$ cat config.mk
export PLATFORM = sky130hd
export DESIGN_NAME = ifu_fetch
export DESIGN_NICKNAME = d
export VERILOG_FILES = /design/src/rtl/ifu_fetch.sv
export SDC_FILE = /design/constraint.sdc
export NUM_CORES = 1
export LEC_CHECK = 0
export BUFFER_PORTS_ARGS = -buffer_cell sky130_fd_sc_hd__buf_2
export CAP_MARGIN = 15
export CORE_MARGIN = 2
export CORE_UTILIZATION = 35
export DETAILED_ROUTE_END_ITERATION = 12
export GPL_ROUTABILITY_DRIVEN = 0
export GPL_TIMING_DRIVEN = 0
export SLEW_MARGIN = 20
export SYNTH_ARGS = -nofsm -noshare
export SYNTH_HDL_FRONTEND = slang
export SYNTH_SLANG_ARGS = --single-unit
$ cat constraint.sdc
create_clock -name clk -period 9.05 [get_ports clk]
set_input_delay 0.905 -clock clk [delete_from_list [all_inputs] [get_ports clk]]
set_output_delay 0.905 -clock clk [all_outputs]
set_load 0.05 [all_outputs]
$ cat src/rtl/ifu_fetch.sv
// Instruction fetch unit: one outstanding imem request, with timeout and flush handling.
// Optional misaligned-PC trap is enabled with the macro IFU_MISALIGN_TRAP_EN.
module ifu_fetch #(
  parameter int unsigned XLEN        = 64,
  parameter int unsigned ILEN        = 32,
  parameter int unsigned TIMEOUT_CYC = 255
) (
  input  logic            clk,
  input  logic            rst,
  input  logic [XLEN-1:0] pc_i,
  input  logic            if_ram_valid_i,
  input  logic            flush_valid_i,
  output logic            fetch_busy_o,
  output logic            imem_req_o,
  output logic [XLEN-1:0] imem_addr_o,
  input  logic            imem_ack_i,
  input  logic [ILEN-1:0] imem_rdata_i,
  input  logic            imem_err_i,
  output logic            inst_valid_o,
  input  logic            inst_ready_i,
  output logic [ILEN-1:0] inst_o,
  output logic [XLEN-1:0] inst_pc_o,
  output logic [1:0]      inst_exc_o
);

  typedef enum logic [1:0] {S_IDLE, S_WAIT, S_VALID, S_DROP} state_e;

  localparam logic [1:0] EXC_NONE     = 2'd0;
  localparam logic [1:0] EXC_MISALIGN = 2'd1;
  localparam logic [1:0] EXC_ACCESS   = 2'd2;
  localparam logic [7:0] TO_LAST      = 8'(TIMEOUT_CYC - 1);

  state_e          state_q, state_d;
  logic [7:0]      cnt_q, cnt_d;
  logic            req_q, req_d;
  logic            valid_q, valid_d;
  logic [XLEN-1:0] addr_q, addr_d;
  logic [XLEN-1:0] pc_q, pc_d;
  logic [ILEN-1:0] inst_q, inst_d;
  logic [1:0]      exc_q, exc_d;

  logic launch;
  logic misaligned;
  logic timeout;

  assign launch  = (state_q == S_IDLE) & if_ram_valid_i & ~flush_valid_i;
  assign timeout = (cnt_q == TO_LAST);

`ifdef IFU_MISALIGN_TRAP_EN
  assign misaligned = (pc_i[1:0] != 2'b00);
`else
  assign misaligned = 1'b0;
`endif

  // NOTE: every _d gets its hold value first so no path through the case leaves a latch.
  always_comb begin
    state_d = state_q;
    cnt_d   = cnt_q;
    req_d   = req_q;
    valid_d = valid_q;
    addr_d  = addr_q;
    pc_d    = pc_q;
    inst_d  = inst_q;
    exc_d   = exc_q;

    unique case (state_q)
      S_IDLE: begin
        if (launch) begin
          addr_d = {pc_i[XLEN-1:2], 2'b00};
          pc_d   = pc_i;
          cnt_d  = 8'd0;
          if (misaligned) begin
            state_d = S_VALID;
            valid_d = 1'b1;
            inst_d  = '0;
            exc_d   = EXC_MISALIGN;
          end else begin
            state_d = S_WAIT;
            req_d   = 1'b1;
          end
        end
      end

      S_WAIT: begin
        if (!imem_ack_i) cnt_d = cnt_q + 8'd1;
        if (flush_valid_i) begin
          // A response or timeout landing with the flush closes the request outright.
          if (imem_ack_i || timeout) begin
            state_d = S_IDLE;
            req_d   = 1'b0;
          end else begin
            state_d = S_DROP;
          end
        end else if (imem_ack_i) begin
          state_d = S_VALID;
          req_d   = 1'b0;
          valid_d = 1'b1;
          inst_d  = imem_rdata_i;
          exc_d   = imem_err_i ? EXC_ACCESS : EXC_NONE;
        end else if (timeout) begin
          state_d = S_VALID;
          req_d   = 1'b0;
          valid_d = 1'b1;
          inst_d  = '0;
          exc_d   = EXC_ACCESS;
        end
      end

      S_DROP: begin
        if (!imem_ack_i) cnt_d = cnt_q + 8'd1;
        if (imem_ack_i || timeout) begin
          state_d = S_IDLE;
          req_d   = 1'b0;
        end
      end

      S_VALID: begin
        if (flush_valid_i || inst_ready_i) begin
          state_d = S_IDLE;
          valid_d = 1'b0;
        end
      end

      default: begin
        state_d = S_IDLE;
        req_d   = 1'b0;
        valid_d = 1'b0;
      end
    endcase
  end

  // NOTE: sequential state uses non-blocking assignments; every register, data included,
  // is reset so all outputs read zero out of reset.
  always_ff @(posedge clk or posedge rst) begin
    if (rst) begin
      state_q <= S_IDLE;
      cnt_q   <= 8'd0;
      req_q   <= 1'b0;
      valid_q <= 1'b0;
      addr_q  <= '0;
      pc_q    <= '0;
      inst_q  <= '0;
      exc_q   <= EXC_NONE;
    end else begin
      state_q <= state_d;
      cnt_q   <= cnt_d;
      req_q   <= req_d;
      valid_q <= valid_d;
      addr_q  <= addr_d;
      pc_q    <= pc_d;
      inst_q  <= inst_d;
      exc_q   <= exc_d;
    end
  end

  // The stall is combinational, so it is gated by rst to read zero during reset.
  assign fetch_busy_o = ~rst & ((state_q != S_IDLE) | launch)
                        & ~((state_q == S_VALID) & inst_ready_i);

  assign imem_req_o   = req_q;
  assign imem_addr_o  = addr_q;
  assign inst_valid_o = valid_q;
  assign inst_o       = inst_q;
  assign inst_pc_o    = pc_q;
  assign inst_exc_o   = exc_q;

endmodule

==> flow_metrics.py <==
metrics = {
    "power": {
        "p_switching_mw": 1.22,
        "pwr-share-clk_pct": 16.6,
        "p_leak_nw": 3.40,
        "seq_power_share_pct": 28.7,
        "netSwitchingFraction_pct": 49.6,
        "irDropWorstVdd_uv": 134,
        "internal-power_mw": 1.24,
        "p_per_area_nw_per_um2": 357,
        "pwr-share-comb_pct": 54.7,
        "total_power_mw": 2.46,
    },
    "cells_and_area": {
        "synthToLayoutAreaGrowth_pct": 37.9,
        "final_common_cell": "buf_2",
        "mostFrequentLayoutCells": "buf_2, dfrtp_1, buf_4",
        "multi_input_area_um2": 1600,
        "fin_nets": 762,
        "regArea_um2": 2730,
        "diodes": 0,
        "post_route_cells_drive_above_1_share_pct": 66.5,
        "fillers": 1274,
    },
    "hold_path": {
        "worstHoldStart": "inst_o[21]",
        "hold_path.class": "reg -> reg",
    },
    "drt": {
        "post_drt_via_cell_ratio": 4.57,
        "vias": 3852,
        "post_drt_wl_per_cell_um": 14.8,
        "ant_nets": 0,
        "firstDrtPassIters": 4,
        "totalWireLength_um": 12500,
        "drt_first_iter_violations": 164,
        "drc": 0,
    },
    "synthesis": {
        "synthAdderAreaFrac_pct": 0.500,
        "synth_top_family_by_area": "multiplexers",
        "yosys-mux-area-fraction_pct": 14.4,
        "avgSynthCellArea_um2": 13.2,
        "synth_compound_gate_area_share_pct": 13.5,
        "ys_seq_area_share_pct": 54.5,
        "synthCells": 379,
        "ys_warn_count": 0,
        "synth_ff_type": "dfrtp_1",
        "async_reset_ff_share_pct": 100,
        "netlist_area_um2": 5010,
        "synth_xor_area_share_pct": 0.175,
        "ys_types": 36,
        "synth-seq-cells": 109,
        "synth-edff-count": 0,
        "synthSimpleGateAreaFrac_pct": 3.10,
    },
    "worst_setup_path": {
        "endpoint_kind": "output pin",
        "critPathKind": "in -> out",
        "critPathMaxFanout": 6,
        "slowest_stage": "a221oi_1",
        "critPathLaunchType": "input pin",
        "r2r_slack_ns": 7.28,
        "timing.rr.start": "state_q[0]",
        "cp.required_ns": 8.15,
        "critical_path.startpoint": "flush_valid_i",
        "max_stage_delay_ns": 0.38,
        "cp_cell_sequence": "buf_2 > nor2_1 > a221oi_1 > nor2_1 > buf_2",
        "arrival_ns": 1.78,
    },
    "clocking": {
        "cts_setup_buffers": 0,
        "cts.path.max_buffers": 2,
        "clkTransAtPathRegs_ns": 0.07,
        "numCtsBuffers": 9,
        "clock_sinks": 109,
        "worst_skew_pair.late_latency_ns": 0.35,
        "cts-resized-gates": 0,
        "cts_tree": "built",
        "h-tree-depth": 3,
        "cts_root_buf": "clkbuf_16",
        "postCtsHoldBufs": 0,
    },
    "die": {
        "dieArea_um2": 15300,
        "start_util_pct": 35.9,
        "io_pins": 268,
        "die_h_um": 124,
        "die_x_um": 124,
        "rows": 43,
        "core-area_um2": 13900,
    },
    "global_routing": {
        "grt_max_degree": 60,
        "antenna_found_initial": 0,
        "grt_usage_pct": 15.6,
        "overflow": 0,
        "grt_pass1_vias": 3644,
        "grt_pass1_wl_um": 18400,
    },
    "sta": {
        "setup_viol": 0,
        "finalSetupTns_ns": 0,
        "rsz0062_at_grt": "no",
        "fin_crit_sh_pct": 29.7,
        "drv_slew": 0,
        "min_period_ns": 2.69,
        "finalClockSkew_ns": 0.00936,
        "finalHoldViolations": 0,
        "fmax_mhz": 372,
    },
    "job": {
        "cap_viol_max_count": 0,
    },
    "placement": {
        "hpwl_um": 9670,
        "port_buffers": 264,
    },
    "status": {
        "status": "finished, final reports clean",
    },
}
[cells by family (layout without fill, tap and decap cells)]
group,after synthesis,after routing
DFF,109,109
xor gates and xnor gates,1,1
muxes,64,64
adders and majority gates,2,2
and+or+nand+nor,23,23
other,1,3
AOI/OAI and AO/OA,88,88
buffers and inverters,91,372
[worst max-delay path: cells and delay by family]
family	cells	cell delay, ns
AOI/OAI and AO/OA	1	0.38
buffers and inverters	2	0.35
and+or+nand+nor	2	0.15
[registers in the layout (all words and copies together) (netlist names)]
| register | count |
|---|---|
| cnt_q | 8 |
| imem_req_o | 1 |
| inst_exc_o | 1 |
| inst_o | 32 |
| inst_pc_o | 64 |
| inst_valid_o | 1 |
| state_q | 2 |
[stage by stage]
| stage | worst slack, ns | std cells | cell area, µm² | hold WS, ns | util, % |
|---|---|---|---|---|---|
| after floorplan | 5.27 | 381 | 5020 | 0.509 | - |
| after global placement | 3.95 | 825 | 6560 | 0.482 | 47.1 |
| after detailed placement | 6.37 | 826 | 6600 | 0.484 | 47.3 |
| after CTS | 6.37 | 842 | 6910 | 0.501 | 49.6 |
| after global routing | 6.28 | 842 | 6910 | 0.518 | 49.6 |
| final | 6.36 | 842 | 6910 | 0.499 | 49.6 |
[synth_stat cells (2+ instances only)]
library cell,number,share of area [%]
a22o_2,5,1.0
a22o_1,28,4.9
nand3b_1,2,0.30
mux2_2,64,14
o21ai_0,8,0.80
nand2_1,3,0.22
buf_2,8,0.80
inv_1,6,0.45
buf_6,7,1.6
or3_1,4,0.50
or4_1,2,0.30
buf_4,67,10
a21oi_1,6,0.60
buf_8,3,0.90
nor2_1,3,0.22
a21oi_2,2,0.35
dfrtp_1,109,54
ha_1,2,0.50
a21o_1,33,4.9
[area by class of cell]
cell class,instances,share of cell area [%]
plain buffers,85,9.66
clock buffers,12,3.86
clock inverters,4,0.652
inverters,6,0.399
multi-input cells,181,23.2
flip-flops and latches,109,39.5
well taps,180,3.26
repair buffers,265,19.5
[power by group through the flow]
stage	sequential, mW	combinational, mW	clock [mW]
2_1_floorplan	1.12	0.663	0
3_3_place_gp	0.711	1.35	0
3_5_place_dp	0.718	1.36	0
4_1_cts	0.711	1.36	0.423
5_1_grt	0.728	1.41	0.446
6_report	0.707	1.35	0.409
[path summary, 6_finish.rpt]
| check | end | cells after the start |
|---|---|---|
| max in group asynchronous | inst_pc_o[52] | 3 |
| min | inst_o[21] | 1 |
| max | fetch_busy_o | 5 |
| min reg2reg | inst_o[21] | 1 |
| min in group asynchronous | inst_pc_o[2] | 2 |
| max reg2reg | inst_pc_o[48] | 5 |
[layer usage]
layer,track usage [%],part of all wire (%)
met1,18.6,39
met2,26.3,49
met3,5.36,10
met4,5.54,1.4
met5,0,0
(Power assumes the default switching activity.)
